===== src/rtl/eru8_vl.sv =====
// -----------------------------------------------------------------------------
// eru8_vl : variable-latency adder built on a block carry-speculative
//           approximate adder (bcsa_eru family).
//
// Each operand pair is added speculatively. The lower BLOCK bits are added
// exactly with carry-in 0. The upper block takes g[BLOCK-1] as its carry-in
// in place of the real lower-block carry-out. The speculation fails exactly
// when that guess differs from the real carry, and err flags that case.
//
// Build option (macro ERU_EXACT_FIX_EN):
//   defined   : a failed speculation costs one extra cycle in CORR, where the
//               exact sum is produced. sum is always exact, and err marks
//               results that were corrected.
//   undefined : CORR is never entered and every result has latency 1. sum is
//               the speculative sum, and err still flags wrong results.
//
// Ports:
//   clk        in   rising-edge clock
//   rst_n      in   asynchronous active-low reset
//   clr        in   synchronous clear of op_cnt / err_cnt (FSM untouched)
//   in_valid   in   operands a/b present
//   in_ready   out  operands accepted when in_valid & in_ready
//   a, b       in   [WIDTH-1:0] unsigned operands
//   out_valid  out  result present
//   out_ready  in   consumer takes result when out_valid & out_ready
//   sum        out  [WIDTH:0] registered result including carry-out
//   err        out  registered speculation-failure flag for this result
//   op_cnt     out  [15:0] delivered results, saturating
//   err_cnt    out  [15:0] delivered results with err=1, saturating
// -----------------------------------------------------------------------------
module eru8_vl #(
   parameter int WIDTH = 8,
   parameter int BLOCK = 4
) (
   input  logic             clk,
   input  logic             rst_n,
   input  logic             clr,
   input  logic             in_valid,
   output logic             in_ready,
   input  logic [WIDTH-1:0] a,
   input  logic [WIDTH-1:0] b,
   output logic             out_valid,
   input  logic             out_ready,
   output logic [WIDTH:0]   sum,
   output logic             err,
   output logic [15:0]      op_cnt,
   output logic [15:0]      err_cnt
);

   localparam int UPPER = WIDTH - BLOCK;

   typedef enum logic [1:0] {
      IDLE = 2'd0,
      CORR = 2'd1,
      HOLD = 2'd2
   } state_t;

   state_t state, state_n;

   // ---------------------------------------------------------------------------
   // Speculative datapath (combinational from a/b, registered before output)
   // ---------------------------------------------------------------------------
   logic [WIDTH-1:0] p, g;
   logic [BLOCK:0]   c_lo;       // ripple carries of the exact lower block
   logic [UPPER:0]   c_hi;       // ripple carries of the speculative upper block
   logic [WIDTH-1:0] spec_bits;
   logic [WIDTH:0]   spec_sum;
   logic             cl;         // true lower-block carry-out
   logic             spec_err;

   assign p = a ^ b;
   assign g = a & b;

   // NOTE: every signal driven by an always_comb gets a default at the top of
   // the block, so that no path leaves a value unassigned and a latch is
   // inferred.
   always_comb begin
      c_lo      = '0;
      c_hi      = '0;
      spec_bits = '0;
      for (int i = 0; i < BLOCK; i++) begin
         spec_bits[i] = p[i] ^ c_lo[i];
         c_lo[i+1]    = g[i] | (p[i] & c_lo[i]);
      end
      // The upper block guesses its carry-in from the top generate bit of the
      // lower block instead of waiting for the lower ripple to finish.
      c_hi[0] = g[BLOCK-1];
      for (int j = 0; j < UPPER; j++) begin
         spec_bits[BLOCK+j] = p[BLOCK+j] ^ c_hi[j];
         c_hi[j+1]          = g[BLOCK+j] | (p[BLOCK+j] & c_hi[j]);
      end
   end

   assign cl       = c_lo[BLOCK];
   assign spec_err = cl ^ g[BLOCK-1];
   assign spec_sum = {c_hi[UPPER], spec_bits};

`ifdef ERU_EXACT_FIX_EN
   // Operands of a mis-speculated add are held for the correction cycle.
   logic [WIDTH-1:0] a_q, b_q;
   logic [WIDTH:0]   exact_sum;

   assign exact_sum = {1'b0, a_q} + {1'b0, b_q};
`endif

   // ---------------------------------------------------------------------------
   // Handshakes
   // ---------------------------------------------------------------------------
   logic accept;   // input handshake this cycle
   logic deliver;  // output handshake this cycle

   // in_ready depends on state and out_ready only, never on in_valid.
   assign in_ready  = (state == IDLE) || ((state == HOLD) && out_ready);
   assign out_valid = (state == HOLD);
   assign accept    = in_valid & in_ready;
   assign deliver   = out_valid & out_ready;

   // ---------------------------------------------------------------------------
   // FSM: next state and datapath load enables
   // ---------------------------------------------------------------------------
   logic load_spec;   // capture speculative sum and err flag
   logic load_exact;  // capture exact sum (correction cycle)
   logic latch_ops;   // hold operands for the correction cycle

   always_comb begin
      state_n    = state;
      load_spec  = 1'b0;
      load_exact = 1'b0;
      latch_ops  = 1'b0;
      // A new operand is dispatched the same way from IDLE and from HOLD when
      // the pending result leaves in the same cycle.
      unique case (state)
         IDLE: begin
            if (accept) begin
`ifdef ERU_EXACT_FIX_EN
               if (spec_err) begin
                  latch_ops = 1'b1;
                  state_n   = CORR;
               end else begin
                  load_spec = 1'b1;
                  state_n   = HOLD;
               end
`else
               load_spec = 1'b1;
               state_n   = HOLD;
`endif
            end
         end
         CORR: begin
            load_exact = 1'b1;
            state_n    = HOLD;
         end
         HOLD: begin
            if (deliver) begin
               if (accept) begin
`ifdef ERU_EXACT_FIX_EN
                  if (spec_err) begin
                     latch_ops = 1'b1;
                     state_n   = CORR;
                  end else begin
                     load_spec = 1'b1;
                     state_n   = HOLD;
                  end
`else
                  load_spec = 1'b1;
                  state_n   = HOLD;
`endif
               end else begin
                  state_n = IDLE;
               end
            end
         end
         default: state_n = IDLE;
      endcase
   end

   // NOTE: sequential state is updated with non-blocking assignments only, so
   // every register samples the values from before the edge regardless of
   // the order in which the blocks are evaluated.
   always_ff @(posedge clk or negedge rst_n) begin
      if (!rst_n) begin
         state <= IDLE;
      end else begin
         state <= state_n;
      end
   end

   // ---------------------------------------------------------------------------
   // Result register. It holds its value in HOLD until the result is taken.
   // ---------------------------------------------------------------------------
   always_ff @(posedge clk or negedge rst_n) begin
      if (!rst_n) begin
         sum <= '0;
         err <= 1'b0;
      end else if (load_spec) begin
         sum <= spec_sum;
         err <= spec_err;
`ifdef ERU_EXACT_FIX_EN
      end else if (load_exact) begin
         sum <= exact_sum;
         err <= 1'b1;
`endif
      end
   end

`ifdef ERU_EXACT_FIX_EN
   // NOTE: the operand holding register is reset along with everything else.
   // It is only a few flops, and reset keeps simulation free of X values.
   always_ff @(posedge clk or negedge rst_n) begin
      if (!rst_n) begin
         a_q <= '0;
         b_q <= '0;
      end else if (latch_ops) begin
         a_q <= a;
         b_q <= b;
      end
   end
`endif

   // ---------------------------------------------------------------------------
   // Statistics counters: saturating, and clr has priority over an increment
   // in the same cycle.
   // ---------------------------------------------------------------------------
   always_ff @(posedge clk or negedge rst_n) begin
      if (!rst_n) begin
         op_cnt  <= '0;
         err_cnt <= '0;
      end else if (clr) begin
         op_cnt  <= '0;
         err_cnt <= '0;
      end else if (deliver) begin
         if (op_cnt != 16'hFFFF) begin
            op_cnt <= op_cnt + 16'd1;
         end
         if (err && (err_cnt != 16'hFFFF)) begin
            err_cnt <= err_cnt + 16'd1;
         end
      end
   end

   // load_exact has no consumer when the correction path is compiled out.
`ifndef ERU_EXACT_FIX_EN
   logic unused_ok;
   assign unused_ok = load_exact | latch_ops;
`endif

endmodule


===== config.mk =====
export PLATFORM = sky130hd
export DESIGN_NAME = eru8_vl
export DESIGN_NICKNAME = d
export VERILOG_FILES = /design/src/rtl/eru8_vl.sv
export SDC_FILE = /design/constraint.sdc
export NUM_CORES = 1
export LEC_CHECK = 0
export CORE_UTILIZATION = 44
export DETAILED_ROUTE_END_ITERATION = 10
export PLACE_DENSITY = 0.77
export SLEW_MARGIN = 20
export SYNTH_ARGS = -nofsm -noshare
export SYNTH_HDL_FRONTEND = slang
export SYNTH_SLANG_ARGS = --single-unit

===== constraint.sdc =====
create_clock -name clk -period 1.8 [get_ports clk]
set_clock_uncertainty 0.15 [all_clocks]
set_input_delay 0.36 -clock clk [delete_from_list [all_inputs] [get_ports clk]]
set_output_delay 0.36 -clock clk [all_outputs]
set_load 0.02 [all_outputs]

==> summary.md <==
| Metric | Value |
|---|---|
| Pin count of the biggest net entering global routing | 44 |
| Xor and xnor fraction of the mapped netlist area | 0.3618% |
| Seq/Total Area, Yosys | between 40% and 50% |
| Vias in the first global route | 2494 |
| Pwr/cell area | roughly 560 nW/µm² |
| Iteration-0 DRC count of the detailed router | 129 |
| Final WL | 6859 µm |
| First-pass GRT wire length | 11470 µm |
| WL per Instance | 15.66 µm |
| Clk root buf | clkbuf_8 |
| Final hold slack | 263.9 ps |
| Status | complete, but fails checks |
| Share of cells above drive strength 1 | 40.49% |
| Slew headroom | 73.26% |
| Drt pass-1 iters | 5 |
| CP endpoint kind | flip-flop |
| R2R Path End | op_cnt[12]$_DFFE_PN0P_ |
| VDD IR max | 554.5 µV |
| Core Util, Final | around four fifths |
| Post-synthesis compound-gate area fraction | 11.94% |
| RSZ-0062 raised after global routing | yes |
| Hold WC Path Type | in2reg |
| Area post-placement | 3765 µm² |
| Deepest clock path buffer count | 2 |
| Ys Warns | 0 |
| Synth unique cells | 36 |
| Worst slew pin tran | about 400 ps |
| Crit Path Max Fanout | 2 |
| Total power | 2328 µW |
| Hold worst-path end | sum[0]$_DFFE_PN0P_ |
| Initial antenna violation count | 0 |
| RR Startpoint | op_cnt[1]$_DFFE_PN0P_ |
| Routed Antenna Nets | 0 |
| FF+latch count, synth | between 40 and 50 |
| Adder-cell area share of the yosys netlist | 7.545% |
| Multiplexer share of the synthesized area | between 7 and 8% |
| Num CTS Buffers | 5 |
| CP max stage delay | 400 ps |
| DRC viols | 0 |
| Synth Area in Simple Gates | 25.32% |
| TritonCTS clock tree | built |
| Die H | 76.18 µm |
| Max-Cap Viols | 0 |
| Row Count | 26 |
| Slowest CP cell | fa_1 |
| Hold Crit Depth | 3 |
| Number of port buffers | 64 |
| Largest family of logic cells by synthesized area | simple AND/OR/NAND/NOR gates |
| Setup-failing EPs final | 5 |
| Min-delay src | a[0] |
| GRT Total Usage | 24.64% |
| Final worst slack | -389.3 ps |
| Leakage Power | 0.001917 µW |
| Syn Area/Cell | 10.13 µm² |
| Die area | 5803 µm² |
| Critical Path RT | between 1500 and 2000 ps |
| Die width | between 70 and 80 µm |
| Mapped Cells | around 240 |
| Multi-input logic area | 1637 µm² |
| Ant. Diodes | 0 |
| CP Class | in2reg |
| Num ports | 65 |
| Startpoint types | input port |
| R2R cell count | 6 |
| CTS H-tree depth | 2 |
| Fmax | 456.8 MHz |
| Clock sinks | 43 |
| Area Growth Syn to Fin | 70.28% |
| Worst EP arrival | between 2000 and 2500 ps |
| Fin. Hold Viols | 0 |
| Post-route cell area | 4123 µm² |
| Minimum clock period | 2189 ps |
| Synthesized cell area | 2421 µm² |
| Seq. cell area | 1094 µm² |
| Nets | approximately 400 |
| Period utilization | 121.6% |
| Worst R2R Setup Slack | -60 ps |
| Max-slew violation count | 0 |
| Failing checks | negative setup slack |
| Filler cell count | 329 |
| Vias | 2462 |
| Commonest cells after routing, fill and taps aside | buf_4 (56), dlygate4sd2_1 (36), dfrtp_1 (29) |
| HPWL after DPL | 4813 µm |
| Core Area | 5205 µm² |
| Grt ovf | 0 |
| Via density | 5.621 |
| Critical path cell sequence | buf_6 -> ha_4 -> fa_2 -> fa_2 -> fa_2 -> inv_2 -> fa_1 -> o21ai_1 |
| Final GP Congestion | 0.7794 |
| Commonest non-fill, non-tap cell in the layout | buf_4 |
| Worst-path clk slew | 90 ps |
| Starting Density | between 40% and 50% |
| Post-Syn Nets | 271 |
| Most frequent CP cell | fa_2 |
| Skew-Pair Late Insertion Delay | 300 ps |
[where the power goes]
| group | internal (µW) | switching, µW |
|---|---|---|
| registers | 1020 | 37.2 |
| logic | 243 | 230 |
| clock network | 449 | 344 |
[per-stage QoR]
stage | setup TNS [ps] | setup WS, ps | std cells
2_1_floorplan | -2349 | -532.1 | 239
3_3_place_gp | -14140 | -1049 | 426
3_5_place_dp | -15410 | -1123 | 426
4_1_cts | -1096 | -476.1 | 437
5_1_grt | -1258 | -453.4 | 438
6_report | -770.2 | -389.3 | 438
[registers in the layout, indices dropped and copies added (netlist names)]
| register | count |
|---|---|
| err | 1 |
| state | 1 |
| sum | 9 |
| err_cnt | 16 |
| op_cnt | 16 |
[cells in the mapped netlist]
cell	n	area, µm²
dfrtp_1	43	1076
nand2_1	22	82.58
a21oi_1	18	90.09
nor2_1	13	48.80
o31ai_1	10	75.07
nand3_1	9	45.04
nor4_1	9	56.30
or3_1	9	56.30
inv_1	8	30.03
mux2_1	8	90.09
nor2b_1	8	50.05
or4_1	8	60.06
mux2_2	7	78.83
nand4_1	7	43.79
fa_1	6	120.1
o21ai_0	6	30.03
ha_1	5	62.56
o21ai_1	5	25.02
clkbuf_1	4	15.01
nand2b_1	4	25.02
and3_1	3	18.77
nand4_2	3	37.54
nor4_2	3	37.54
o311ai_1	3	26.28
o41ai_1	3	26.28
buf_1	2	7.510
buf_2	2	10.01
mux2i_1	2	20.02
or2_1	2	12.51
and2_1	1	6.260
and4_1	1	8.760
and4_2	1	10.01
nor3_1	1	5.000
o41ai_2	1	16.27
or3b_1	1	8.760
xor2_1	1	8.760
[cells by family (layout without fill, tap and decap cells)]
family	Yosys count	after routing
buffers and inverters	16	145
adders and majority gates	11	11
and+or+nand+nor	105	105
AOI/OAI and AO/OA	46	46
DFF	43	43
xor gates and xnor gates	1	1
muxes	17	17
[worst max-delay path, delay by kind of cell]
kind,cells,cell delay (ps)
AO/OA/AOI/OAI,1,130
adder cells (fa/ha/maj),5,1610
buffers and inverters,2,160
[metal layers]
| layer | vias to the layer above | GRT usage (%) | routed length (µm) |
|---|---|---|---|
| li1 | 1153 | - | - |
| met1 | 1214 | 30.15 | 2818 |
| met2 | 91 | 43.73 | 3532 |
| met3 | 4 | 5.988 | 465 |
| met4 | 0 | 5.769 | 42 |
| met5 | - | 0 | 0 |
[final cells by class]
cell class | count | area share, %
clock buffer | 6 | 2.003
clock inverter | 2 | 0.8498
inverter | 8 | 0.7284
multi-input combinational | 180 | 39.70
sequential | 43 | 26.53
tap | 70 | 2.124
timing repair buffer | 129 | 28.07
[how the worst max path moves through the flow]
stage | from | to | cells after the start
floorplan | a[3] | sum[7]$_DFFE_PN0P_ | 7
detailed placement | a[3] | sum[7]$_DFFE_PN0P_ | 8
CTS | b[3] | sum[7]$_DFFE_PN0P_ | 8
finish | b[3] | sum[7]$_DFFE_PN0P_ | 8
global route | b[3] | sum[7]$_DFFE_PN0P_ | 8
global placement | a[3] | sum[7]$_DFFE_PN0P_ | 8
[timing repair]
item,CTS,global route
endpoints found under the hold margin,43,0
buffers inserted,2,2
gates resized for setup,78,42
hold buffers,1,0
pin swaps,16,14
endpoints found under the setup margin,62,33
Note: power is estimated with default switching activity, not from simulation.
